**config.mk**
```make
export PLATFORM = sky130hd
export DESIGN_NAME = enc8x3_req_2x
export DESIGN_NICKNAME = d
export VERILOG_FILES = /design/src/rtl/enc8x3_req_2x_pkg.sv /design/src/rtl/enc8x3_req_2x_penc8x3.sv /design/src/rtl/enc8x3_req_2x.sv
export SDC_FILE = /design/constraint.sdc
export NUM_CORES = 1
export LEC_CHECK = 0
export CAP_MARGIN = 5
export CORE_MARGIN = 2
export CORE_UTILIZATION = 51
export CTS_CLUSTER_DIAMETER = 80
export DETAILED_ROUTE_END_ITERATION = 8
export PLACE_DENSITY = 0.91
export SLEW_MARGIN = 25
export SYNTH_ARGS = -nofsm -noshare
export SYNTH_HDL_FRONTEND = slang
export SYNTH_SLANG_ARGS = --single-unit
```
**constraint.sdc**
```tcl
create_clock -name CLK -period 2.55 [get_ports CLK]
set_input_delay 0.51 -clock CLK [delete_from_list [all_inputs] [get_ports CLK]]
set_output_delay 0.51 -clock CLK [all_outputs]
set_load 0.02 [all_outputs]
```
**src/rtl/enc8x3_req_2x_pkg.sv**
```systemverilog
// Shared constants, state encoding and helpers for the 8-to-3 request encoder
// and its companion 3-to-8 decoder path.
package enc_dec_pkg;

  localparam int unsigned N_LINES = 8;
  localparam int unsigned CODE_W  = 3;

  typedef enum logic {
    IDLE = 1'b0,
    HOLD = 1'b1
  } state_t;

  function automatic logic [N_LINES-1:0] onehot(input logic [CODE_W-1:0] idx);
    onehot = N_LINES'(1) << idx;
  endfunction

endpackage

```
**src/rtl/enc8x3_req_2x_penc8x3.sv**
```systemverilog
// Combinational masked priority encoder: searches downward from `start`,
// wrapping 0 -> 7, and returns the first set bit of `vec`.
module penc8x3
  import enc_dec_pkg::*;
(
  input  logic [N_LINES-1:0] vec,
  input  logic [CODE_W-1:0]  start,
  output logic [CODE_W-1:0]  idx,
  output logic               found
);

  always_comb begin
    idx   = '0;
    found = 1'b0;
    for (int unsigned k = 0; k < N_LINES; k++) begin
      if (!found && vec[start - CODE_W'(k)]) begin
        idx   = start - CODE_W'(k);
        found = 1'b1;
      end
    end
  end

endmodule

```
**src/rtl/enc8x3_req_2x.sv**
```systemverilog
// Registered 8-to-3 request encoder with sticky pending lines and a VALID/READY
// grant handshake. Define ENC_ROUND_ROBIN_EN for rotating priority.
module enc8x3_req_2x
  import enc_dec_pkg::*;
(
  input  logic CLK,
  input  logic RSTB,
  input  logic EN,
  input  logic Y0,
  input  logic Y1,
  input  logic Y2,
  input  logic Y3,
  input  logic Y4,
  input  logic Y5,
  input  logic Y6,
  input  logic Y7,
  input  logic READY,
  output logic A0,
  output logic A1,
  output logic A2,
  output logic VALID,
  output logic OVF,
  output logic PEND_ANY
);

  logic [N_LINES-1:0] req;
  logic [N_LINES-1:0] pend;
  logic [N_LINES-1:0] set;
  logic [N_LINES-1:0] clr;
  logic [N_LINES-1:0] avail;
  logic [CODE_W-1:0]  a;
  logic [CODE_W-1:0]  sel_idx;
  logic [CODE_W-1:0]  start;
  logic               valid;
  logic               ovf;
  logic               found;
  logic               handshake;
  state_t             state;

  assign req       = {Y7, Y6, Y5, Y4, Y3, Y2, Y1, Y0};
  assign handshake = valid & READY;
  assign set       = EN ? req : '0;
  assign clr       = handshake ? onehot(a) : '0;
  // The line being granted is excluded from selection this cycle even if re-requested.
  assign avail     = pend & ~clr;

`ifdef ENC_ROUND_ROBIN_EN
  logic [CODE_W-1:0] last;

  // On a handshake the index just granted becomes the new rotation origin.
  assign start = (handshake ? a : last) - CODE_W'(1);

  always_ff @(posedge CLK or negedge RSTB) begin
    if (!RSTB) begin
      last <= '1;
    end else if (handshake) begin
      last <= a;
    end
  end
`else
  assign start = CODE_W'(N_LINES - 1);
`endif

  penc8x3 u_penc (
    .vec   (avail),
    .start (start),
    .idx   (sel_idx),
    .found (found)
  );

  always_ff @(posedge CLK or negedge RSTB) begin
    if (!RSTB) begin
      pend  <= '0;
      a     <= '0;
      valid <= 1'b0;
      ovf   <= 1'b0;
      state <= IDLE;
    end else begin
      pend <= avail | set;
      ovf  <= |(set & avail);
      case (state)
        IDLE: begin
          if (found) begin
            a     <= sel_idx;
            valid <= 1'b1;
            state <= HOLD;
          end
        end
        HOLD: begin
          if (READY) begin
            if (found) begin
              a <= sel_idx;
            end else begin
              valid <= 1'b0;
              state <= IDLE;
            end
          end
        end
        default: begin
          valid <= 1'b0;
          state <= IDLE;
        end
      endcase
    end
  end

  assign {A2, A1, A0} = a;
  assign VALID        = valid;
  assign OVF          = ovf;
  assign PEND_ANY     = |pend;

endmodule

```
# --- Word-level counts from Yosys, hierarchy flattened ---
# Index checks and enable logic that the tools add are counted.
totals:
  word_cells: 60
  latch_bits: 0
  ramBits: 0
  memories: 0
  output_inout_bits: 6
  reg_bits: 14
  input_bits: 12
  rom_bits: 0
classes:
  mux: 28
  mul: 0
  n_eq_ne: 3
  n_reduce_logical: 17
  shifts: 1
  addsub: 0
  div_mod_pow: 0
  bitwise: 6
  n_lt_le_gt_ge: 0
ops:
  columns: ["operator", "count"]
  rows:
  - ["two-way mux 3 bit", 10]
  - ["AND 8 bit", 2]
  - ["two-way mux 8 bit", 2]
  - ["OR reduction 8 bit", 2]
  - ["two-way mux 1 bit", 13]
  - ["inverter 8 bit", 1]
  - ["OR 8 bit", 1]
  - ["left shift 1 x 3 -> 8 bit (first input constant)", 1]
  - ["logical AND 1 bit", 7]
  - ["logical NOT 1 bit", 7]
  - ["inequality test 2 bit (second input constant)", 3]
  - ["case mux 3 bit (2 select lines)", 1]
  - ["case mux 1 bit (2 select lines)", 2]
  - ["AND reduction 3 bit", 1]
  - ["AND 1 bit", 1]
  - ["inverter 1 bit", 1]

# --- Longest topological paths before layout ---
logic_depth:
  word_depth: 29
  mapped_depth: 5
  depth_no_buf: 5

# --- Cells and area by module ---
# Synthesis repeated with hierarchy kept, for this count alone.
unflattened:
  cells_unflattened: 178
  area_unflattened_um2: 1734.2
by_module_without_submodules:
  columns: ["module", "area_per_inst_um2", "cells_per_inst", "seq_area_each_um2", "n_inst"]
  rows:
  - ["penc8x3", 1049.8, 113, 0.0, 1]
  - ["enc8x3_req_2x", 684.4, 65, 350.3, 1]

# --- Worst setup path after synthesis ---
# Ideal clock, no wire load.
synth_timing:
  path_type: "register to register"
  from: "reg a[2]"
  to: "reg ovf (netlist: OVF)"
  slack_ps: 905
  path_buffers: 0
  t_required_ps: 2421
  synth_period_minus_slack_ps: 1645
  arrival_time_ps: 1516
  setup_ps: 129
  path_stages_with_launch: 5
  path_cell_list: "dfrtp_1 nand3b_1 o21ai_2 o22ai_1 o41a_1"
synth_between:
  elab_chain_len: 6
synth_rtl:
  columns: ["element", "line", "source"]
  rows:
  - ["from (decl)", "enc8x3_req_2x.sv:31", "logic [CODE_W-1:0] a;"]
  - ["from (signal assigned)", "enc8x3_req_2x.sv:84", "a <= sel_idx;"]
  - ["from (signal assigned)", "enc8x3_req_2x.sv:92", "a <= sel_idx;"]
  - ["left shift 1 x 3 -> 8 bit", "enc8x3_req_2x_pkg.sv:14", "onehot = N_LINES'(1) << idx;"]
  - ["two-way mux 8 bit", "enc8x3_req_2x.sv:43", "assign clr = handshake ? onehot(a) : '0;"]
  - ["inverter 8 bit", "enc8x3_req_2x.sv:45", "assign avail = pend & ~clr;"]
  - ["AND 8 bit", "enc8x3_req_2x.sv:45", null]
  - ["AND 8 bit", "enc8x3_req_2x.sv:80", "ovf <= |(set & avail);"]
  - ["OR reduction 8 bit", "enc8x3_req_2x.sv:80", null]
  - ["to (signal assigned)", "enc8x3_req_2x.sv:80", null]
  - ["to (decl)", "enc8x3_req_2x.sv:35", "logic ovf;"]
# No other way between the ends.
# A chain may end at the register's enable or synchronous reset.

# --- Worst setup path in the final report ---
layout_timing:
  from: "reg pend[0]"
  to: "out PEND_ANY"
layout_between:
  elab_chain_len: 1
layout_rtl:
  columns: ["element", "line", "source"]
  rows:
  - ["from (decl)", "enc8x3_req_2x.sv:27", "logic [N_LINES-1:0] pend;"]
  - ["from (signal assigned)", "enc8x3_req_2x.sv:79", "pend <= avail | set;"]
  - ["OR reduction 8 bit", "enc8x3_req_2x.sv:110", "assign PEND_ANY = |pend;"]
  - ["to (decl)", "enc8x3_req_2x.sv:23", "output logic PEND_ANY"]
# No other way between the ends.

==> results.yml <==
outcome:
  status: "finished, final reports clean"
global_routing:
  grt_usage: 0.213
  grt-ovfl-total: 0
  grt_max_degree: 15
  antenna_found_initial: 0
  grt_pass1_vias: 636
  grt_first_pass_wirelength_mm: 2.86
die:
  io_pins: 18
  start_util: 0.537
  die-area_sq_um: 1880
  core-area_sq_um: 1470
  rows: 14
  dieHeight_microns: 43.4
  dieWidth_microns: 43.4
placed_design:
  hpwl_mm: 1.29
  io_buffer_count: 17
  placed_cells: 116
  globalplace.congestion: 0.874
hold_path:
  holdPathStages: 2
  hp-start: "pend[2]"
  hp-class: "register to register"
  min_to: "pend[2]"
setup_path:
  crit_fanout: 4
  cp_data_arrival_time_ns: 1.69
  crit_type: "register to output port"
  r2r_end: "OVF"
  required_ns: 2.04
  rr_worst_depth: 4
  startpoint: "pend[0]"
  worstSetupEndpointType: "output port"
  critPathLaunchType: "register"
  rrSetupSlack_ns: 0.85
  regToRegStartpoint: "a[2]"
timing:
  clock_skew_ns: 0.000269
  fmax_mhz: 454
  min_period_ns: 2.20
  finalSetupViolations: 0
  finalSetupTns_ns: 0
  rsz0062_at_grt: "no"
  hold_viol_final: 0
  worst_pin_slew_ns: 0.610
  slew_viol_final: 0
  post-route-period-util: 0.864
  relSlewSlack: 0.592
yosys:
  synthCells: 84
  seq_area_frac_synth: 0.443
  ys_async_sr_fraction: 1.00
  ys_ff_latch: 14
  synth-edff-count: 0
  synth_area_leaders: "dfrtp_1, nand2_1, o21ai_2"
  yosysTopAreaCell: "dfrtp_1"
  synth_area_sq_um: 791
  synth_cell_types: 29
  synth_warnings: 0
  synth_most_common_cell: "nand2_1"
  synth_top_area_share: 0.443
  synthTopCellsByCount: "nand2_1, dfrtp_1, inv_1"
  syn_area_per_cell_sq_um: 9.41
  synth_flop_cell: "dfrtp_1"
  syn_nets: 96
clocking:
  htreeDepth: 1
  post_cts_buffers: 0
  root_buffer: "clkbuf_4"
  insertion_delay_ns: 0.29
  cts_resized: 0
  clk_path_buf_depth: 2
  cts_tree: "yes"
  cts_made_buffers: 3
  cts.sink_count: 14
  cts_hold_buf: 0
  path_clk_slew_ns: 0.08
route:
  drc: 0
  wl_mm: 1.69
  vias_per_cell: 5.74
  vias: 683
  first_pass_iters: 4
  routedWlPerCell_microns: 14.2
  postRouteAntennaNets: 0
  drt_iter0_drc: 30
power_and_ir_drop:
  finalPower_mw: 0.598
  peakVddDrop_mv: 0.296
  p_leak_nw: 0.389
  power.density_nw_per_um2: 598
layout:
  final_cells: 119
  diodes: 0
  drive_gt1_frac: 0.146
  area_growth_pct: 26.4
  nets: 117
run:
  maxCapViolations: 0
[through the flow]
stage | setup slack (ns) | area, sq um | utilization | hold slack (ns)
after floorplan | 0.905 | 791 | - | 0.214
after global placement | 0.317 | 977 | 0.664 | 0.548
after detailed placement | 0.272 | 977 | 0.664 | 0.552
after CTS | 0.385 | 1000 | 0.679 | 0.569
after global routing | 0.339 | 1000 | 0.679 | 0.610
final | 0.347 | 1000 | 0.679 | 0.569
[critical path, cell delays in order (launching register included)]
cell             delay, ns
dfrtp_1               0.43
nor4_1                0.34
nand2_1               0.09
clkdlybuf4s50_1       0.54
[area by class of cell]
| class | instances | area [sq um] |
|---|---|---|
| well taps | 16 | 20.0 |
| inverters | 8 | 30.0 |
| multi-input cells | 61 | 407 |
| repair buffers | 17 | 170 |
| fillers | 127 | 472 |
| flip-flops and latches | 14 | 350 |
| clock buffers | 3 | 22.5 |
[placed cells by master, fill, tap and decap left out, drive strengths merged]
cell type       n
nor3            1
o31ai           3
clkbuf          3
nor4            2
o21ai          10
nor2            1
inv             8
o21bai          1
clkdlybuf4s50  17
o22ai           3
nand2          22
nand2b          4
nand3b          1
nand3           2
a21oi           1
nand4           2
o2bb2ai         2
a31o            1
dfrtp          14
a22o            2
o41a            1
a31oi           1
o21a            1
[logic make-up (layout without fill, tap and decap cells)]
kind of cell,count (synthesis),in the layout,share of synthesized area
buffers and inverters,9,28,0.0427
flip-flops,14,14,0.443
AO/OA/AOI/OAI,26,26,0.272
AND/OR/NAND/NOR,35,35,0.242
[sequential cells by signal, summed over array words and instances, names as in the netlist]
| register | count |
|---|---|
| pend | 8 |
| a | 3 |
| state | 1 |
| VALID | 1 |
| OVF | 1 |
[how the worst max path moves through the flow]
stage | end | cells after the start
3_3_place_gp | a[1] | 6
3_5_place_dp | OVF | 5
6_report | PEND_ANY | 3
2_1_floorplan | OVF | 4
4_1_cts | PEND_ANY | 3
5_1_grt | PEND_ANY | 3
[metal layers]
layer | vias to the layer above | wire length [microns] | global-route usage
met4 | 0 | 52 | 0.145
met5 | - | 0 | 0
li1 | 336 | - | -
met1 | 317 | 735 | 0.288
met2 | 25 | 814 | 0.319
met3 | 5 | 90 | 0.0250
[report_power, final]
part	leakage [nW]	switching [mW]	internal [mW]
registers	0.141	0.0397	0.250
logic	0.234	0.103	0.0781
clock network	0.0138	0.0714	0.0550
total	0.389	0.214	0.384
No activity file was read; power rests on OpenSTA's default activity.
